$ cat src/rtl/nibble_serial_adder_pkg.sv
// Shared types and constants for the nibble-serial add/subtract unit.
//   state_e    : control FSM states
//   NIBBLE_W   : width of the single adder slice
//   idx_width  : nibble index register width, clog2(nib) with a floor of 1
package nibble_serial_adder_pkg;

  localparam int unsigned NIBBLE_W = 4;

  typedef enum logic [1:0] {
    ST_IDLE = 2'd0,
    ST_RUN  = 2'd1,
    ST_DONE = 2'd2
  } state_e;

  // A single-nibble datapath still needs a 1-bit index register.
  function automatic int unsigned idx_width(input int unsigned nib);
    return (nib > 1) ? $clog2(nib) : 1;
  endfunction

endpackage

$ cat src/rtl/nibble_serial_adder_if.sv
// Operand/result handshake bundle for nibble_serial_adder.
//   master : operand producer / result consumer side
//   slave  : the adder itself
//   in_valid/in_ready/a/b/sub       operand handshake, sub=1 selects a-b
//   out_valid/out_ready/sum/cout/ovf result handshake
//   busy                            adder is not idle
interface nibble_serial_adder_if #(
  parameter int unsigned WIDTH = 16
);

  logic             in_valid;
  logic             in_ready;
  logic [WIDTH-1:0] a;
  logic [WIDTH-1:0] b;
  logic             sub;
  logic             out_valid;
  logic             out_ready;
  logic [WIDTH-1:0] sum;
  logic             cout;
  logic             ovf;
  logic             busy;

  modport master (
    output in_valid, a, b, sub, out_ready,
    input  in_ready, out_valid, sum, cout, ovf, busy
  );

  modport slave (
    input  in_valid, a, b, sub, out_ready,
    output in_ready, out_valid, sum, cout, ovf, busy
  );

endinterface

$ cat src/rtl/nibble_serial_adder_slice.sv
// Combinational 4-bit adder slice with carry in/out.
//   a_i, b_i : nibble operands
//   cin_i    : carry in
//   s_o      : nibble sum
//   cout_o   : carry out
module nibble_add_slice
  import nibble_serial_adder_pkg::*;
(
  input  logic [NIBBLE_W-1:0] a_i,
  input  logic [NIBBLE_W-1:0] b_i,
  input  logic                cin_i,
  output logic [NIBBLE_W-1:0] s_o,
  output logic                cout_o
);

  assign {cout_o, s_o} = (NIBBLE_W+1)'(a_i) + (NIBBLE_W+1)'(b_i)
                       + (NIBBLE_W+1)'(cin_i);

endmodule

$ cat src/rtl/nibble_serial_adder.sv
// WIDTH-bit add/subtract unit that resolves one nibble per clock through a
// single 4-bit slice, carrying between nibbles in a register.
//   clk, rst : clock, synchronous active-high reset
//   bus      : operand/result handshake (slave modport)
module nibble_serial_adder
  import nibble_serial_adder_pkg::*;
#(
  parameter int unsigned WIDTH = 16
) (
  input  logic                 clk,
  input  logic                 rst,
  nibble_serial_adder_if.slave bus
);

  localparam int unsigned NIB   = WIDTH / NIBBLE_W;
  localparam int unsigned IDX_W = idx_width(NIB);
  localparam int unsigned MSB   = WIDTH - 1;

  if ((WIDTH % NIBBLE_W) != 0 || WIDTH < NIBBLE_W) begin : g_bad_width
    $error("nibble_serial_adder: WIDTH must be a multiple of 4 and >= 4");
  end

  state_e             state_q, state_d;
  logic [WIDTH-1:0]   op_a_q, op_a_d;
  logic [WIDTH-1:0]   op_b_q, op_b_d;
  logic [WIDTH-1:0]   work_q, work_d;
  logic [WIDTH-1:0]   sum_q, sum_d;
  logic [IDX_W-1:0]   idx_q, idx_d;
  logic               carry_q, carry_d;
  logic               cout_q, cout_d;
  logic               ovf_q, ovf_d;

  logic [NIBBLE_W-1:0] nib_a, nib_b, nib_s;
  logic                nib_c;

  assign nib_a = op_a_q[NIBBLE_W*idx_q +: NIBBLE_W];
  assign nib_b = op_b_q[NIBBLE_W*idx_q +: NIBBLE_W];

  nibble_add_slice u_slice (
    .a_i    (nib_a),
    .b_i    (nib_b),
    .cin_i  (carry_q),
    .s_o    (nib_s),
    .cout_o (nib_c)
  );

  // State and datapath registers.
  always_ff @(posedge clk) begin
    if (rst) begin
      state_q <= ST_IDLE;
      op_a_q  <= '0;
      op_b_q  <= '0;
      work_q  <= '0;
      sum_q   <= '0;
      idx_q   <= '0;
      carry_q <= 1'b0;
      cout_q  <= 1'b0;
      ovf_q   <= 1'b0;
    end else begin
      state_q <= state_d;
      op_a_q  <= op_a_d;
      op_b_q  <= op_b_d;
      work_q  <= work_d;
      sum_q   <= sum_d;
      idx_q   <= idx_d;
      carry_q <= carry_d;
      cout_q  <= cout_d;
      ovf_q   <= ovf_d;
    end
  end

  // Next-state and datapath update.
  always_comb begin
    state_d = state_q;
    op_a_d  = op_a_q;
    op_b_d  = op_b_q;
    work_d  = work_q;
    sum_d   = sum_q;
    idx_d   = idx_q;
    carry_d = carry_q;
    cout_d  = cout_q;
    ovf_d   = ovf_q;

    unique case (state_q)
      ST_IDLE: begin
        if (bus.in_valid) begin
          // Subtract as a + ~b + 1: the +1 enters as the initial carry.
          op_a_d  = bus.a;
          op_b_d  = bus.sub ? ~bus.b : bus.b;
          carry_d = bus.sub;
          idx_d   = '0;
          state_d = ST_RUN;
        end
      end
      ST_RUN: begin
        work_d[NIBBLE_W*idx_q +: NIBBLE_W] = nib_s;
        carry_d = nib_c;
        if (idx_q == IDX_W'(NIB - 1)) begin
          // Publish only the complete result so partial nibbles never leak.
          sum_d   = work_d;
          cout_d  = nib_c;
          ovf_d   = (op_a_q[MSB] == op_b_q[MSB]) &&
                    (nib_s[NIBBLE_W-1] != op_a_q[MSB]);
          state_d = ST_DONE;
        end else begin
          idx_d = IDX_W'(idx_q + 1'b1);
        end
      end
      ST_DONE: begin
        if (bus.out_ready) begin
          state_d = ST_IDLE;
        end
      end
      default: state_d = ST_IDLE;
    endcase
  end

  // Handshake flags are decodes of the state register; in_ready is held low in reset.
  assign bus.in_ready  = (state_q == ST_IDLE) && !rst;
  assign bus.out_valid = (state_q == ST_DONE);
  assign bus.busy      = (state_q != ST_IDLE);
  assign bus.sum       = sum_q;
  assign bus.cout      = cout_q;
  assign bus.ovf       = ovf_q;

endmodule

$ cat src/flat_wrapper.sv
// flat-port wrapper written by rule: the top's interface ports become plain ports
module nibble_serial_adder_flat import nibble_serial_adder_pkg::*;
#(
  parameter int unsigned WIDTH = 16
)
  (clk, rst, bus_in_valid, bus_a, bus_b, bus_sub, bus_out_ready, bus_in_ready, bus_out_valid, bus_sum, bus_cout, bus_ovf, bus_busy);
  nibble_serial_adder_if #(.WIDTH(WIDTH)) bus_i ();
  input  logic clk;
  input  logic rst;
  input wire logic [$bits(bus_i.in_valid)-1:0] bus_in_valid;
  input wire logic [$bits(bus_i.a)-1:0] bus_a;
  input wire logic [$bits(bus_i.b)-1:0] bus_b;
  input wire logic [$bits(bus_i.sub)-1:0] bus_sub;
  input wire logic [$bits(bus_i.out_ready)-1:0] bus_out_ready;
  output wire logic [$bits(bus_i.in_ready)-1:0] bus_in_ready;
  output wire logic [$bits(bus_i.out_valid)-1:0] bus_out_valid;
  output wire logic [$bits(bus_i.sum)-1:0] bus_sum;
  output wire logic [$bits(bus_i.cout)-1:0] bus_cout;
  output wire logic [$bits(bus_i.ovf)-1:0] bus_ovf;
  output wire logic [$bits(bus_i.busy)-1:0] bus_busy;
  assign bus_i.in_valid = bus_in_valid;
  assign bus_i.a = bus_a;
  assign bus_i.b = bus_b;
  assign bus_i.sub = bus_sub;
  assign bus_i.out_ready = bus_out_ready;
  assign bus_in_ready = bus_i.in_ready;
  assign bus_out_valid = bus_i.out_valid;
  assign bus_sum = bus_i.sum;
  assign bus_cout = bus_i.cout;
  assign bus_ovf = bus_i.ovf;
  assign bus_busy = bus_i.busy;
  nibble_serial_adder #(.WIDTH(WIDTH)) u_core (.clk(clk), .rst(rst), .bus(bus_i));
endmodule
$ cat config.mk
export PLATFORM = sky130hd
export DESIGN_NAME = nibble_serial_adder_flat
export DESIGN_NICKNAME = d
export VERILOG_FILES = /design/src/rtl/nibble_serial_adder_pkg.sv /design/src/rtl/nibble_serial_adder_if.sv /design/src/rtl/nibble_serial_adder_slice.sv /design/src/rtl/nibble_serial_adder.sv /design/src/flat_wrapper.sv
export SDC_FILE = /design/constraint.sdc
export NUM_CORES = 1
export LEC_CHECK = 0
export BUFFER_PORTS_ARGS = -buffer_cell sky130_fd_sc_hd__buf_2
export CAP_MARGIN = 20
export CORE_AREA = 2 2 107 109
export CTS_CLUSTER_DIAMETER = 120
export DETAILED_ROUTE_END_ITERATION = 16
export DIE_AREA = 0 0 109 111
export SETUP_SLACK_MARGIN = 0.02
export SLEW_MARGIN = 30
export SYNTH_ARGS = -nofsm -noshare
export SYNTH_HDL_FRONTEND = slang
export SYNTH_SLANG_ARGS = --single-unit
$ cat constraint.sdc
create_clock -name clk -period 2.95 [get_ports clk]
set_input_delay 0.7375 -clock clk [delete_from_list [all_inputs] [get_ports clk]]
set_output_delay 0.7375 -clock clk [all_outputs]
set_load 0.05 [all_outputs]
; After elaboration in Yosys (flattened, before gate mapping)
; Cells that the tools add are included.
[totals]
regBits = 71
input_bits = 37
output_inout_bits = 21
wordCells = 49
[op_classes]
addsub = 4
eq_ne = 9
n_shift = 4
n_mux = 11
bitwise = 1
reduce_logical = 11
[ops]
columns = cell, n
row1 = $neg 4->34, 1
row2 = $shift 4x34->16 const A, 1
row3 = $shiftx 4x34->16, 1
row4 = $shiftx 16x5->4, 2
row5 = $bwmux 16, 1
row6 = $mux 16, 1
row7 = $not 16->16, 1
row8 = $mux 2, 5
row9 = $ne 2x2->1 const B, 3
row10 = $pmux 2 s3, 1
row11 = $reduce_and 2->1, 3
row12 = $reduce_and 3->1, 2
row13 = $add 4x4->5, 1
row14 = $add 5x1->5, 1
row15 = $eq 2x2->1 const B, 2
row16 = $pmux 2 s2, 1
row17 = $reduce_bool 2->1, 2
row18 = $add 2x1->2 const B, 1
row19 = $eq 2x1->1 const B, 1
row20 = $logic_and 1x1->1, 2
row21 = $logic_not 2->1, 1
row22 = $ne 2x1->1 const B, 1
row23 = $pmux 1 s2, 1
row24 = $eq 1x1->1, 1
row25 = other kinds (3), 3

; Logic depth before layout (Yosys ltp)
[depth]
ltp_word = 5
ltp_mapped = 8

; By module
; A second synthesis with hierarchy kept.
[unflattened]
cells_unflattened = 372
hier_area_um2 = 3425.8
[by_module_without_submodules]
columns = mod, instances, cells_per_inst, area_per_inst_um2
row1 = nibble_serial_adder, 1, 356, 3281.9
row2 = nibble_add_slice, 1, 16, 143.9

; Worst setup path after synthesis
; No wires, ideal clock.
[synth_path]
path_kind = register to register
from = register u_core.idx_q[0]
to = register u_core.ovf_q, in the netlist u_core.bus.ovf
arrival_time_ns = 2.599
required_time_ns = 2.862
slack_ns = 0.263
path_stages_with_launch = 9
path_buffers = 2
synth_period_minus_slack_ns = 2.687
path_cell_list = dfxtp_1 buf_4 mux4_2 fa_1 and3_4 or3_1 buf_6 a21o_1 a311oi_2
[synth_via]
elab_chain_cells = 5
[synth_lines]
columns = item, line
row1 = from (decl), nibble_serial_adder.sv:28  ; logic [IDX_W-1:0] idx_q, idx_d;
row2 = from (signal assigned), nibble_serial_adder.sv:65  ; idx_q <= idx_d;
row3 = "$shiftx 16x5->4, on equally long branches", "nibble_serial_adder.sv:36, nibble_serial_adder.sv:37"
row4 = $add 4x4->5, nibble_serial_adder_slice.sv:16  ; assign {cout_o, s_o} = (NIBBLE_W+1)'(a_i) + (NIBBLE_W+1)'(b_i)
row5 = $add 5x1->5, nibble_serial_adder_slice.sv:17  ; + (NIBBLE_W+1)'(cin_i);
row6 = $ne 1x1->1, nibble_serial_adder.sv:103  ; (nib_s[NIBBLE_W-1] != op_a_q[MSB]);
row7 = $logic_and 1x1->1, nibble_serial_adder.sv:102  ; ovf_d = (op_a_q[MSB] == op_b_q[MSB]) &&
row8 = to (signal assigned), nibble_serial_adder.sv:68  ; ovf_q <= ovf_d;
row9 = to (decl), nibble_serial_adder.sv:31  ; logic ovf_q, ovf_d;
; Several ways; a longest one is shown, not always the timed one.
; A chain may end at the register's enable or synchronous reset.

; Worst setup path after layout
[layout_path]
from = register u_core.idx_q[1]
to = register u_core.ovf_q, in the netlist u_core.bus.ovf
; Same word-level chain as after synthesis.

==> qor.yml <==
clock_tree:
  clockRootBuffer: "clkbuf_16"
  insertion_delay_ns: 0.33
  cts_setup_buffers: 0
  path_clk_slew_ns: 0.05
  h-tree-depth: 3
  cts_tree: "done"
  ctsHoldBuffers: 0
  cts_sinks: 71
  cts_inserted_buffers: 9
  ctsLongestPathBuffers: 2
worst_hold_path:
  hold_class: "flip-flop to flip-flop"
timing:
  setup_tns_ns: 0
  maxSlewViolCount: 0
  finalSetupViolCount: 0
  hold_violations: 0
  timing.final.crit_share: 0.948
  finalCriticalPeriod_ns: 2.80
  rsz0062_at_grt: "false"
  worst_clock_skew_ns: 0.00644
  fmax_mhz: 358
  max_slew.worst_pin.slew_ns: 0.723
  slew_headroom: 0.518
synthesis:
  yosysTopAreaCellShare: 0.439
  yosysWarnings: 0
  syn_inst: 351
  yosysTopAreaCell: "dfxtp_1"
  synthAdderAreaFrac: 0.0471
  synth_top_family_by_area: "simple AND/OR/NAND/NOR gates"
  post_synth.cell_area_avg_um2: 9.23
  synth_area_leaders: "dfxtp_1, nor2_1, mux4_2"
  synth.area.mux_share: 0.0556
  synth_ff_type: "dfxtp_1"
  syn-cell-area_um2: 3240
  async_flop_share: 0
  synth_cell_types: 37
  synth_compound_area_frac: 0.180
  synth-seq-area-share: 0.439
  yosys_register_bits: 71
  synth_xor_area_frac: 0.0460
  yosys.area_share.simple: 0.187
  synth_nets: 399
  synth_edf_count: 0
route:
  ant_nets: 0
  wirelength_um: 7950
  wl_per_cell_um: 14.6
  drt-pass1-iter-count: 4
  viasPerCell: 5.00
  drt_iter0_drc: 106
  drc: 0
  vias: 2718
finish:
  final_cells: 544
  multi_input_area_um2: 1680
  drive_above_1_share: 0.232
  regArea_um2: 1420
  area_growth_pct: 20.6
  final_common_cell: "dfxtp_1"
  diodes: 0
  fillCellCount: 1174
  fin_util: 0.353
  nNetsFinal: 446
  mostFrequentLayoutCells: "dfxtp_1, buf_2, nor2_1"
floorplanning:
  io_pins: 58
  core_um2: 11100
  die_area_um2: 12100
  start_util: 0.292
  row_count: 39
  die_w_um: 109
  die_h_um: 111
global_route:
  grt_max_degree: 72
  track_usage: 0.137
  antenna_found_initial: 0
  overflow: 0
  grt_pass1_vias: 2606
  grt_pass1_wl_um: 12900
power:
  power_density_nw_per_um2: 597
  ir_worst_vdd_v: 0.000317
  p_leak_nw: 1.51
placed_design:
  placed_cells: 530
  numPortBuffers: 57
  dp.final_hpwl_um: 5650
  finalWeightedCongestion: 0.801
run_status:
  status: "completed"
critical_path:
  cp.arrival_ns: 3.03
  cp-end-kind: "flip-flop"
  crit_fanout: 10
  start_kind: "flip-flop"
  worstSetupPathType: "flip-flop to flip-flop"
  cp_data_required_time_ns: 3.19
flow_run:
  max-cap-violations: 0
-- routing by layer --
layer	vias to the layer above	wire, um	GRT usage
li1	1346	-	-
met1	1281	3470	0.169
met2	81	3850	0.222
met3	10	509	0.0441
met4	0	121	0.0487
met5	-	0	0
-- flip-flops by register name, summed over array words and instances (netlist names) --
name	flops
u_core.work_q	16
u_core.op_b_q	16
u_core.op_a_q	16
u_core.bus.sum	16
u_core.state_q	2
u_core.carry_q	1
u_core.idx_q	2
u_core.bus.cout	1
u_core.bus.ovf	1
-- area by class of cell --
cell class	count	share of cell area
clock inverters	1	0.00128
well taps	143	0.0458
inverters	7	0.00673
clock buffers	13	0.0666
multi-input cells	246	0.431
flip-flops and latches	71	0.364
repair buffers	63	0.0846
-- where the power goes --
part / switching [W] / internal, W / total (W)
clock: 0.000363 / 0.000604 / 0.000966
sequential: 0.0000298 / 0.00100 / 0.00103
combinational: 0.000203 / 0.000127 / 0.000331
total: 0.000596 / 0.00173 / 0.00233
-- stage by stage --
step	setup WS, ns	hold slack (ns)	power [W]	instance area, um2
after detailed placement	0.148	0.447	0.00138	3630
after global placement	0.240	0.440	0.00137	3630
after global routing	0.0254	0.476	0.00244	3910
final	0.154	0.451	0.00233	3910
after CTS	0.130	0.452	0.00235	3900
after floorplan	0.263	0.432	0.00129	3240
-- cell usage after synthesis, types with 2 or more instances --
| cell type | number |
|---|---|
| buf_2 | 7 |
| fa_1 | 2 |
| nor2_1 | 53 |
| clkbuf_1 | 15 |
| a211oi_1 | 23 |
| and2_1 | 2 |
| a21o_1 | 2 |
| xnor2_1 | 16 |
| mux4_2 | 8 |
| buf_1 | 3 |
| nand2_1 | 45 |
| a21oi_1 | 23 |
| a32oi_1 | 12 |
| nor3_2 | 2 |
| nor3_1 | 13 |
| nor2b_1 | 2 |
| a221oi_1 | 12 |
| nand4_1 | 4 |
| inv_1 | 7 |
| a22oi_1 | 5 |
| ha_1 | 9 |
| dfxtp_1 | 71 |
-- worst max-delay path, cell delays in order, from the launching register on --
cell and delay [ns]:
dfxtp_1 0.48, buf_4 0.24, mux4_2 0.33, fa_1 0.45, and3_4 0.19, or3_1 0.54
a21o_1 0.26, a311oi_2 0.22
-- path summary, 6_finish.rpt --
kind                                   startpoint           endpoint  slack [ns]  cells past startpoint
worst min-delay path            u_core.op_a_q[10]  u_core.op_a_q[10]        0.45                      2
worst max register to register    u_core.idx_q[1]     u_core.bus.ovf        0.15                      7
worst max-delay path              u_core.idx_q[1]     u_core.bus.ovf        0.15                      7
worst min register to register  u_core.op_a_q[10]  u_core.op_a_q[10]        0.45                      2
-- kinds of logic (layout without fill, tap and decap cells) --
| family | after synthesis | after routing |
|---|---|---|
| compound gates | 80 | 80 |
| xor+xnor | 17 | 17 |
| simple gates | 130 | 130 |
| flops | 71 | 71 |
| buf+inv | 34 | 84 |
| fa+ha+maj | 11 | 11 |
| mux | 8 | 8 |
-- repair_timing --
action / 4_1_cts / 5_1_grt
setup endpoints to repair: 0 / 4
resized for setup: 0 / 1
hold endpoints to repair: 0 / 0
Note: power is estimated with default switching activity, not from simulation.
